### config.mk
export PLATFORM = sky130hd
export DESIGN_NAME = if_stage
export DESIGN_NICKNAME = d
export VERILOG_FILES = /design/src/rtl/pipeline_pkg.sv /design/src/rtl/if_skid_buf.sv /design/src/rtl/if_stage.sv
export SDC_FILE = /design/constraint.sdc
export NUM_CORES = 1
export LEC_CHECK = 0
export ABC_AREA = 1
export BUFFER_PORTS_ARGS = -buffer_cell sky130_fd_sc_hd__buf_4
export CAP_MARGIN = 5
export CORE_MARGIN = 2
export CORE_UTILIZATION = 56
export CTS_CLUSTER_DIAMETER = 150
export DETAILED_ROUTE_END_ITERATION = 8
export PLACE_DENSITY_LB_ADDON = 0.25
export SYNTH_ARGS = -nofsm -noshare
export SYNTH_HDL_FRONTEND = slang
export SYNTH_SLANG_ARGS = --single-unit
### constraint.sdc
create_clock -name clk -period 1.8 [get_ports clk]
set_clock_uncertainty 0.2 [all_clocks]
set_input_delay 0.18 -clock clk [delete_from_list [all_inputs] [get_ports clk]]
set_output_delay 0.18 -clock clk [all_outputs]
set_load 0.005 [all_outputs]
### src/rtl/pipeline_pkg.sv
// Shared pipeline definitions: bubble encoding, default reset PC and the
// fetch-state encoding used by the instruction fetch stage.
package pipeline_pkg;

  localparam logic [31:0] NOP_INSTR_DEFAULT = 32'h0000_0013;
  localparam logic [31:0] RESET_PC_DEFAULT  = 32'h0000_0000;

  typedef enum logic [1:0] {
    FETCH_REQ  = 2'd0,
    FETCH_WAIT = 2'd1,
    FETCH_DROP = 2'd2
  } fetch_state_t;

  function automatic logic [31:0] word_align(input logic [31:0] addr);
    return addr & 32'hFFFF_FFFC;
  endfunction

endpackage

### src/rtl/if_skid_buf.sv
// One-entry {pc, instr} holding buffer for a fetch response that arrives
// while IF/ID is stalled.
module if_skid_buf
  import pipeline_pkg::*;
(
  input  logic        clk,
  input  logic        rst_n,
  input  logic        load,
  input  logic        unload,
  input  logic        clear,
  input  logic [31:0] load_pc,
  input  logic [31:0] load_instr,
  output logic        full,
  output logic [31:0] buf_pc,
  output logic [31:0] buf_instr
);

  // Load wins over unload so a same-edge refill is never lost.
  always_ff @(posedge clk or negedge rst_n) begin
    if (!rst_n) begin
      full      <= 1'b0;
      buf_pc    <= '0;
      buf_instr <= NOP_INSTR_DEFAULT;
    end else if (clear) begin
      full <= 1'b0;
    end else if (load) begin
      full      <= 1'b1;
      buf_pc    <= load_pc;
      buf_instr <= load_instr;
    end else if (unload) begin
      full <= 1'b0;
    end
  end

endmodule

### src/rtl/if_stage.sv
// Instruction fetch stage: PC register, single-outstanding fetch FSM and the
// IF/ID pipeline register, with flush redirect and hazard-unit stalls.
//
//   state      | meaning
//   FETCH_REQ  | may issue a fetch request for pc
//   FETCH_WAIT | one request outstanding, waiting for its response
//   FETCH_DROP | outstanding request is stale, its response is discarded
module if_stage
  import pipeline_pkg::*;
#(
  parameter logic [31:0] RESET_PC  = RESET_PC_DEFAULT,
  parameter logic [31:0] NOP_INSTR = NOP_INSTR_DEFAULT
) (
  input  logic        clk,
  input  logic        rst_n,
  input  logic        pc_write,
  input  logic        if_id_write,
  input  logic        flush,
  input  logic [31:0] branch_target,
  output logic        imem_req,
  output logic [31:0] imem_addr,
  input  logic        imem_ready,
  input  logic        imem_rvalid,
  input  logic [31:0] imem_rdata,
  output logic [31:0] if_id_pc,
  output logic [31:0] if_id_instr,
  output logic        if_id_valid
);

  fetch_state_t state;
  logic [31:0]  pc;
  logic [31:0]  req_pc;
  logic         buf_full;
  logic [31:0]  buf_pc;
  logic [31:0]  buf_instr;
  logic         accept;
  logic         rsp;
  logic         buf_load;
  logic         buf_unload;

  assign imem_req   = rst_n && (state == FETCH_REQ) && pc_write && !buf_full && !flush;
  assign imem_addr  = pc;
  assign accept     = imem_req && imem_ready;
  assign rsp        = imem_rvalid && (state == FETCH_WAIT);
  assign buf_load   = rsp && !flush && (!if_id_write || buf_full);
  assign buf_unload = if_id_write && buf_full && !flush;

  if_skid_buf u_skid_buf (
    .clk        (clk),
    .rst_n      (rst_n),
    .load       (buf_load),
    .unload     (buf_unload),
    .clear      (flush),
    .load_pc    (req_pc),
    .load_instr (imem_rdata),
    .full       (buf_full),
    .buf_pc     (buf_pc),
    .buf_instr  (buf_instr)
  );

  always_ff @(posedge clk or negedge rst_n) begin
    if (!rst_n) begin
      state       <= FETCH_REQ;
      pc          <= RESET_PC;
      req_pc      <= '0;
      if_id_pc    <= '0;
      if_id_instr <= NOP_INSTR;
      if_id_valid <= 1'b0;
    end else if (flush) begin
      pc          <= word_align(branch_target);
      if_id_pc    <= '0;
      if_id_instr <= NOP_INSTR;
      if_id_valid <= 1'b0;
      // Any request still in flight belongs to the wrong path.
      case (state)
        FETCH_REQ:  state <= accept ? FETCH_DROP : FETCH_REQ;
        FETCH_WAIT: state <= imem_rvalid ? FETCH_REQ : FETCH_DROP;
        FETCH_DROP: state <= imem_rvalid ? FETCH_REQ : FETCH_DROP;
        default:    state <= FETCH_REQ;
      endcase
    end else begin
      case (state)
        FETCH_REQ: begin
          if (accept) begin
            req_pc <= pc;
            pc     <= pc + 32'd4;
            state  <= FETCH_WAIT;
          end
        end
        FETCH_WAIT: if (imem_rvalid) state <= FETCH_REQ;
        FETCH_DROP: if (imem_rvalid) state <= FETCH_REQ;
        default:    state <= FETCH_REQ;
      endcase
      if (if_id_write) begin
        if (buf_full) begin
          if_id_pc    <= buf_pc;
          if_id_instr <= buf_instr;
          if_id_valid <= 1'b1;
        end else if (rsp) begin
          if_id_pc    <= req_pc;
          if_id_instr <= imem_rdata;
          if_id_valid <= 1'b1;
        end else begin
          if_id_pc    <= pc;
          if_id_instr <= NOP_INSTR;
          if_id_valid <= 1'b0;
        end
      end
    end
  end

endmodule

**Yosys cells after proc, flatten, opt, wreduce, memory -nomap -nowiden**

Cells that the tools add are included.

- Register bits after elaboration: 196
- Input bits: 71
- Output and inout port bits: 98
- Logic and storage cells: 64

- Add/sub/neg operators: 1
- Equality and inequality tests: 4
- Muxes and demuxes: 25
- Bitwise logic cells: 1
- Reduce and logical (&&, ||, !) cells: 24

Operator list:

| kind | count |
|---|---|
| $mux W32 | 11 |
| $add A32 B3 Y32 const B | 1 |
| $logic_and A1 B1 Y1 | 10 |
| $mux W2 | 5 |
| $pmux W2 S2 | 2 |
| $mux W1 | 7 |
| $reduce_and A2 Y1 | 3 |
| $reduce_bool A2 Y1 | 3 |
| $logic_not A1 Y1 | 3 |
| $ne A3 B1 Y1 const B | 1 |
| $ne A3 B3 Y1 const B | 1 |
| $reduce_and A3 Y1 | 1 |
| $reduce_bool A3 Y1 | 1 |
| $eq A2 B1 Y1 const B | 1 |
| $eq A2 B2 Y1 const B | 1 |
| $logic_not A2 Y1 | 1 |
| $reduce_or A2 Y1 | 1 |
| $logic_or A1 B1 Y1 | 1 |
| $not A1 Y1 | 1 |

**Longest topological paths before layout**

Gate-level depths: netlist of the first run.

- Word-level depth: 9
- Depth in mapped cells: 9
- Mapped depth without buffers: 9

**By module**

From an unflattened synthesis of the first run, not the netlist that was laid out.

- Cell total of the unflattened synthesis: 1,209
- Area, all modules: 9,429.0 um^2

Modules (own cells, without submodules):

| module | instances | cells each | area an instance (um^2) | seq. area each (um^2) |
|---|---|---|---|---|
| if_stage | 1 | 926 | 6,837.8 | 3,181.8 |
| if_skid_buf | 1 | 283 | 2,591.2 | 1,630.3 |

**Worst setup path after synthesis of the first run**

No wires, ideal clock.

- Path kind: register to register
- Start point: reg state[0]
- End point: reg pc[18] (netlist: imem_addr[18])
- Library setup time: 124 ps
- Data arrival time: 1,323 ps
- Required time: 1,476 ps
- Slack: 152 ps
- Stages on the path, launching flop included: 10
- Path buffers: 1
- Clock period less this slack: 1,648 ps
- Cells stage by stage: dfrtp_1 inv_1 ha_1 and3_1 nand3_2 nand2_1 inv_2 buf_2 nand2_1 nand3_1

- Cells in the longest elaborated chain, start to end: 8
- Elaborated cells on any way between the ends: 9
- Those cells by class: reduce/logical (9)

Ends and longest elaborated chain:

| element | RTL line | text |
|---|---|---|
| start: declaration | if_stage.sv:30 | `fetch_state_t state;` |
| start signal: assignment | if_stage.sv:76 | `FETCH_REQ: state <= accept ? FETCH_DROP : FETCH_REQ;` |
| start signal: assignment | if_stage.sv:77 | `FETCH_WAIT: state <= imem_rvalid ? FETCH_REQ : FETCH_DROP;` |
| start signal: assignment | if_stage.sv:78 | `FETCH_DROP: state <= imem_rvalid ? FETCH_REQ : FETCH_DROP;` |
| $logic_not A2 Y1 * | if_stage.sv:41, if_stage.sv:82 |  |
| $logic_and A1 B1 Y1 (4 in series) | if_stage.sv:41 | `assign imem_req = rst_n && (state == FETCH_REQ) && pc_write && !buf_full && !flush;` |
| $logic_and A1 B1 Y1 | if_stage.sv:43 | `assign accept = imem_req && imem_ready;` |
| $reduce_bool A2 Y1 (no source line) | - |  |
| $reduce_and A2 Y1 (no source line) * | - |  |
| end signal: assignment | if_stage.sv:70 | `pc <= word_align(branch_target);` |
| end signal: assignment | if_stage.sv:86 | `pc <= pc + 32'd4;` |
| end: declaration | if_stage.sv:31 | `logic [31:0] pc;` |

Mark *: on every way between the ends. The rest lies on a longest branch, timed or not.
A chain may end at the register's enable or synchronous reset.

**Worst setup path in the final report of the first run**

- Start point: reg state[0]
- End point: out imem_req

- Cells in the longest elaborated chain, start to end: 5

Ends and longest elaborated chain:

| element | RTL line | text |
|---|---|---|
| $logic_not A2 Y1 | if_stage.sv:41 |  |
| $logic_and A1 B1 Y1 (4 in series) | if_stage.sv:41 |  |
| end: declaration | if_stage.sv:20 | `output logic imem_req,` |

Every way passes these cells.

==> flow_metrics.tcl, run 1 <==
set metrics [dict create \
    status "finished, violations left" \
    violations "setup timing" \
    slew_headroom 0.435 \
    rsz0062_at_grt "true" \
    power_frac_clock 0.360 \
    crit_arrival_ns 1.44 \
    drive_gt1_frac 0.221 \
    pin_count 169 \
    required_ns 1.42 \
    clockBufferDepth 2 \
    ys_seq_area_frac 0.519 \
    htree_levels 4 \
    min_period_ns 1.82 \
    nFillCells 1157 \
    cap_violations 0 \
    avgSynthCellArea_um2 7.96 \
    ir_drop_uv 713 \
    vias_per_cell 5.37 \
    p_total_mw 10.8 \
    hp-class "in2reg" \
    fin_nets 1456 \
    die_y_um 132 \
    yosys.area.top_type "dfrtp_1" \
    seq_power_share 0.475 \
    clkTransAtPathRegs_ns 0.07 \
    worstSetupStartpointType "flop" \
    crit_chain "inv_2 > ha_4 > and3_4 > nand2_1 > inv_1 > buf_4" \
    slowest_delay_ns 0.41 \
    synth_top_cell_area_share 0.502 \
    place_congestion 0.905 \
    antenna_cells 0 \
    hpwl_mm 15.7 \
    gr-total-overflow 0 \
    cp_max_fo 3 \
    insertion_delay_ns 0.43 \
    slew_violations 0 \
    grt_pass1_wl_mm 40.8 \
    power_density_mw_per_mm2 884 \
    syn-instance-count 1147 \
    worst-path-buf-inv 3 \
    register_area_mm2 0.00474 \
    netlist_area_mm2 0.00913 \
    p_switching_mw 2.91 \
    dr.pass1.iters 5 \
    worstMarginPinSlew_ns 0.848 \
    end_kind "primary output" \
    swShare 0.270 \
    grt_usage 0.291 \
    crit_type "reg2out" \
    area_growth_pct 33.5 \
    synth_warnings 0 \
    cpMaxStageDelayCell "dfrtp_1" \
    wl_per_cell_um 15.9 \
    internal_power_mw 7.87 \
    power_frac_comb 0.165 \
    synth.ff_latch_count 189 \
    cts_made_buffers 17 \
    synth_area_leaders "dfrtp_1 (50%), nand2_1 (13%), o21ai_0 (8.1%), inv_1 (4.8%), o21ai_1 (3.9%)" \
    multi_input_area_mm2 0.00369 \
    grt_pass1_vias 7992 \
    critical-path-top-delay-family "flip-flops" \
    grt_max_degree 162 \
    initial_core_util 0.575 \
    fmax_ghz 0.549 \
    startpoint "state[0]$_DFFE_PN0P_" \
    synth.distinct_cells 34 \
    die_area_mm2 0.0173 \
    num_rows 46 \
    chipWidth_um 132 \
    io_buffers 164 \
    route.detailed.drc 0 \
    drt-total-wl_mm 25.5 \
    detail-route-antenna-nets 0 \
    cts_root_buf "clkbuf_16" \
    grt_antenna_before_repair 0 \
    leakagePower_nw 5.97 \
    core-area_mm2 0.0159 \
    regToRegStartpoint "state[0]$_DFFE_PN0P_" \
    cts_num_sinks 189 \
    whs_ns 0.142 \
    finalSetupViolations 1 \
    fin_crit_sh 1.01 \
    min_from "imem_ready" \
    drt_iter0_drc 562 \
    final_hold_viol_count 0 \
    worst_slack_ns -0.0206 \
    route.vias.total 8637 \
    cts_tree "yes" \
]
-- worst reg2reg max path, stage by stage, from the launching register on --
cell,delay [ns]
dfrtp_1,0.41
inv_2,0.08
ha_4,0.14
and3_4,0.17
nand3_2,0.13
buf_12,0.25
nand3_1,0.10
nand2_1,0.07
nand2_1,0.07
nand2_1,0.06
-- layout make-up --
| type | instances | share of cell area |
|---|---|---|
| multi-input cells | 770 | 0.303 |
| repair buffers | 281 | 0.198 |
| clock buffers | 21 | 0.0386 |
| inverters | 122 | 0.0380 |
| clock inverters | 10 | 0.0113 |
| flip-flops and latches | 189 | 0.389 |
| well taps | 216 | 0.0222 |
-- Yosys cell counts (all sizes together) --
library cell	instances
a21oi	66
and2	1
and3	1
buf	41
clkbuf	26
conb	1
dfrtp	183
dfstp	6
ha	4
inv	122
nand2	319
nand3	68
nand4	2
nor2	48
nor3	29
o21ai	219
o22a	3
o31ai	1
or2	1
xnor2	2
xor2	4
-- placed cells by master (no fill, tap or decap), types with 3 or more instances in the layout --
master         synthesis  routed
dfstp_2                6       6
nor2_2                 7       7
clkbuf_8               0       4
bufinv_16              0       3
buf_4                  7     202
buf_12                 0       5
o22a_1                 3       3
dfrtp_2                0       6
nand2_4                2       4
a21oi_1               63      62
clkbuf_16              0      19
nand2_2                9       8
nand3_1               66      64
o21ai_0              148     130
inv_2                  4       7
dlygate4sd3_1          0      67
nor2_4                 7       9
nand3_2                1       3
nor3_2                 0       3
nor2_1                34      32
inv_1                117     113
clkinv_2               0       3
a21oi_2                3       4
nor3_1                29      26
dfrtp_1              183     177
o21ai_1               71      89
nand2_1              308     307
xor2_1                 4       4
-- per-stage QoR --
step,setup slack (ns),util,setup TNS [ns],std cells,area (µm²)
after floorplan,0.152,-,0,1148,9140
after global placement,0.0602,0.673,0,1502,10700
after detailed placement,0.00128,0.673,0,1502,10700
after CTS,-0.0289,0.756,-0.0289,1601,12000
after global routing,-0.0748,0.767,-2.28,1609,12200
final,-0.0206,0.767,-0.0206,1609,12200
-- registers in the layout, indices dropped and copies added, names as in the netlist --
name,count
imem_addr,30
if_id_valid,1
u_skid_buf.full,1
u_skid_buf.buf_instr,32
state,2
u_skid_buf.buf_pc,30
if_id_pc,31
if_id_instr,32
req_pc,30
-- power by group through the flow --
stage | sequential [mW] | clock (mW) | combinational, mW
2_1_floorplan | 5.11 | 0 | 0.839
3_3_place_gp | 5.15 | 0 | 1.52
3_5_place_dp | 5.17 | 0 | 1.57
4_1_cts | 5.10 | 3.91 | 1.72
5_1_grt | 5.18 | 4.10 | 2.00
6_report | 5.12 | 3.88 | 1.78
-- per-layer routing --
layer	track usage	wire [µm]	share of wire
met1	0.413	11200	0.44
met2	0.455	12000	0.47
met3	0.0563	1740	0.068
met4	0.0906	569	0.022
met5	0	0	0
-- logic make-up after synthesis --
| kind of cell | synth area share |
|---|---|
| AOI/OAI and AO/OA | 0.161 |
| xor gates and xnor gates | 0.00575 |
| adders and majority gates | 0.00548 |
| buffers and inverters | 0.0873 |
| DFF | 0.519 |
| other | 0.000411 |
| and+or+nand+nor | 0.221 |
-- worst paths after layout --
| kind | slack (ns) | depth (start not counted) | end |
|---|---|---|---|
| worst max-delay path | -0.02 | 6 | imem_req |
| worst min-delay path | 0.14 | 5 | imem_addr[2]$_DFFE_PN0P_ |
| worst max register to register | 0.01 | 9 | state[0]$_DFFE_PN0P_ |
| worst min register to register | 0.28 | 2 | u_skid_buf.buf_pc[28]$_DFFE_PN0P_ |
| max in group asynchronous | 0.47 | 3 | req_pc[19]$_DFFE_PN0P_ |
| min in group asynchronous | 0.17 | 3 | imem_addr[18]$_DFFE_PN0P_ |
-- what timing repair did --
action                                  in CTS  in global routing
resized for setup                            6                 44
setup buffers                                1                  6
endpoints found under the hold margin      271                  0
endpoints found under the setup margin      11                142
cloned                                       0                  2
hold buffers                                67                  0
pin swaps                                    1                  9
No activity file was read; power rests on OpenSTA's default activity.
==> inputs of run 2 (changes only) <==
--- a/config.mk
+++ b/config.mk
@@ -8,11 +8,12 @@
 export ABC_AREA = 1
 export BUFFER_PORTS_ARGS = -buffer_cell sky130_fd_sc_hd__buf_4
 export CAP_MARGIN = 5
+export CORE_ASPECT_RATIO = 1.5
 export CORE_MARGIN = 2
-export CORE_UTILIZATION = 56
+export CORE_UTILIZATION = 60
 export CTS_CLUSTER_DIAMETER = 150
 export DETAILED_ROUTE_END_ITERATION = 8
-export PLACE_DENSITY_LB_ADDON = 0.25
+export PLACE_DENSITY_LB_ADDON = 0.15
 export SYNTH_ARGS = -nofsm -noshare
 export SYNTH_HDL_FRONTEND = slang
 export SYNTH_SLANG_ARGS = --single-unit
==> constraint.sdc (replaced) <==
create_clock -name clk -period 2.2 [get_ports clk]
set_clock_uncertainty 0.2 [all_clocks]
set_input_delay 0.22 -clock clk [delete_from_list [all_inputs] [get_ports clk]]
set_output_delay 0.22 -clock clk [all_outputs]
set_load 0.005 [all_outputs]
==> run 2 against run 1 <==
Against the previous run:
- clock-buffer cell count fell by 2
- total power down 20%
- sequential cell count unchanged
- core utilization is 1.6 points higher
- clock power shrank 21%
- via count decreased by 3.6%
- combinational power is 28% lower
- routed wire length fell by 7.6%
- the flow now finishes without violations
- global-route usage increased by 0.81 points
- largest power group unchanged
- hold slack worse by 0.030 ns
- sequential share of layout area is 1.4 points higher
==> flow_metrics.tcl, run 2 (same netlist as run 1, synthesis figures left out) <==
set metrics [dict create \
    crit_arrival_ns 1.55 \
    finalSetupViolations 0 \
    route.detailed.drc 0 \
    worstMarginPinSlew_ns 0.780 \
    clockBufferDepth 2 \
    slew_headroom 0.480 \
    top_regs "if_id_instr (32), u_skid_buf.buf_instr (32), if_id_pc (31)" \
    worst-path-buf-inv 3 \
    die_area_mm2 0.0162 \
    hp-class "in2reg" \
    initial_core_util 0.609 \
    die_y_um 155 \
    cts_made_buffers 17 \
    chipWidth_um 105 \
    grt_usage 0.299 \
    rsz0062_at_grt "false" \
    cap_violations 0 \
    crit_chain "inv_1 > ha_1 > and3_1 > nand2_1 > inv_1 > buf_4" \
    num_rows 55 \
    vias_per_cell 5.33 \
    pin_count 169 \
    ir_drop_uv 569 \
    status "finished, final reports clean" \
    tns_ns 0 \
    htree_levels 4 \
    gr-total-overflow 0 \
    fin_crit_sh 0.894 \
    path_common_cell "inv_1" \
    crit_type "reg2out" \
    drt_iter0_drc 674 \
    detail-route-antenna-nets 0 \
    leakagePower_nw 5.77 \
    power_density_mw_per_mm2 730 \
    drt-total-wl_mm 23.6 \
    grt_antenna_before_repair 0 \
    slowest_delay_ns 0.42 \
    clkTransAtPathRegs_ns 0.08 \
    slew_violations 0 \
    dp_slack_ns 0.383 \
    dr.pass1.iters 6 \
    core-area_mm2 0.0150 \
    grt_max_degree 138 \
    fin_nets 1424 \
    cp_max_fo 4 \
    cts_root_buf "clkbuf_16" \
    place_congestion 0.889 \
    grt_pass1_vias 7876 \
    end_kind "primary output" \
    cpMaxStageDelayCell "dfrtp_1" \
    final_cell_mix "nand2_1 (308), dfrtp_1 (182), buf_4 (177), o21ai_0 (148), inv_1 (117)" \
    drive_gt1_frac 0.190 \
    mostFrequentLayoutCell "nand2_1" \
    area_growth_pct 28.7 \
    final_hold_viol_count 0 \
    worstSetupStartpointType "flop" \
    grt_pass1_wl_mm 39.0 \
    required_ns 1.78 \
    fmax_ghz 0.508 \
    hpwl_mm 15.2 \
    insertion_delay_ns 0.43 \
    p_total_mw 8.58 \
    io_buffers 164 \
    route.vias.total 8327 \
    antenna_cells 0 \
    worst_slack_ns 0.233 \
    min_period_ns 1.97 \
    cts_tree "yes" \
    cts_num_sinks 189 \
    wl_per_cell_um 15.1 \
    critical-path-top-delay-family "flip-flops" \
]
run 2: layout make-up:
type / count / area, µm²
clock buffers: 19 / 453
clock inverters: 13 / 144
fillers: 1085 / 3250
inverters: 122 / 460
multi-input cells: 770 / 3610
flip-flops and latches: 189 / 4740
well taps: 199 / 249
repair buffers: 249 / 2100
run 2: worst paths after layout:
check	end	slack, ns	depth (start not counted)	from
setup / recovery	imem_req	0.23	6	state[0]$_DFFE_PN0P_
hold / removal	imem_addr[2]$_DFFE_PN0P_	0.11	4	imem_ready
setup reg to reg	imem_addr[18]$_DFFE_PN0P_	0.31	8	state[0]$_DFFE_PN0P_
hold reg to reg	u_skid_buf.buf_pc[30]$_DFFE_PN0P_	0.28	2	u_skid_buf.buf_pc[30]$_DFFE_PN0P_
max in group asynchronous	u_skid_buf.full$_DFFE_PN0P_	0.87	3	rst_n
min in group asynchronous	req_pc[14]$_DFFE_PN0P_	0.33	3	rst_n
run 2: through the flow:
stage	util	instance area [µm²]	std cells	hold slack, ns
after detailed placement	0.700	10500	1463	0.240
final	0.784	11800	1561	0.113
after CTS	0.784	11800	1561	0.0984
after global placement	0.700	10500	1463	0.237
after floorplan	-	9140	1148	-0.276
after global routing	0.784	11800	1561	0.154
run 2: worst reg2reg max path: stages, from the launching register on:
cell and delay [ns]:
dfrtp_1 0.43, inv_1 0.08, ha_1 0.19, and3_1 0.19, nand3_2 0.12, nand2_1 0.18
inv_2 0.16, nand2_1 0.11, nand3_1 0.09
run 2: report_power, final:
group | total [mW] | switching, mW | leakage [nW] | internal [mW]
logic | 1.29 | 0.700 | 2.98 | 0.592
clock network | 3.08 | 1.41 | 0.298 | 1.67
registers | 4.20 | 0.312 | 2.49 | 3.89
run 2: what timing repair did:
action | CTS | global route
buffers inserted | 0 | 0
endpoints found under the hold margin | 260 | 0
gates resized for setup | 0 | 0
hold buffers | 66 | 0
run 2: per-layer routing:
layer,global-route usage,wire length (µm),part of all wire,up-vias
li1,-,-,-,4114
met1,0.398,10100,0.43,3895
met2,0.496,11700,0.50,265
met3,0.0457,1090,0.046,53
met4,0.117,738,0.031,0
met5,0,0,0,-
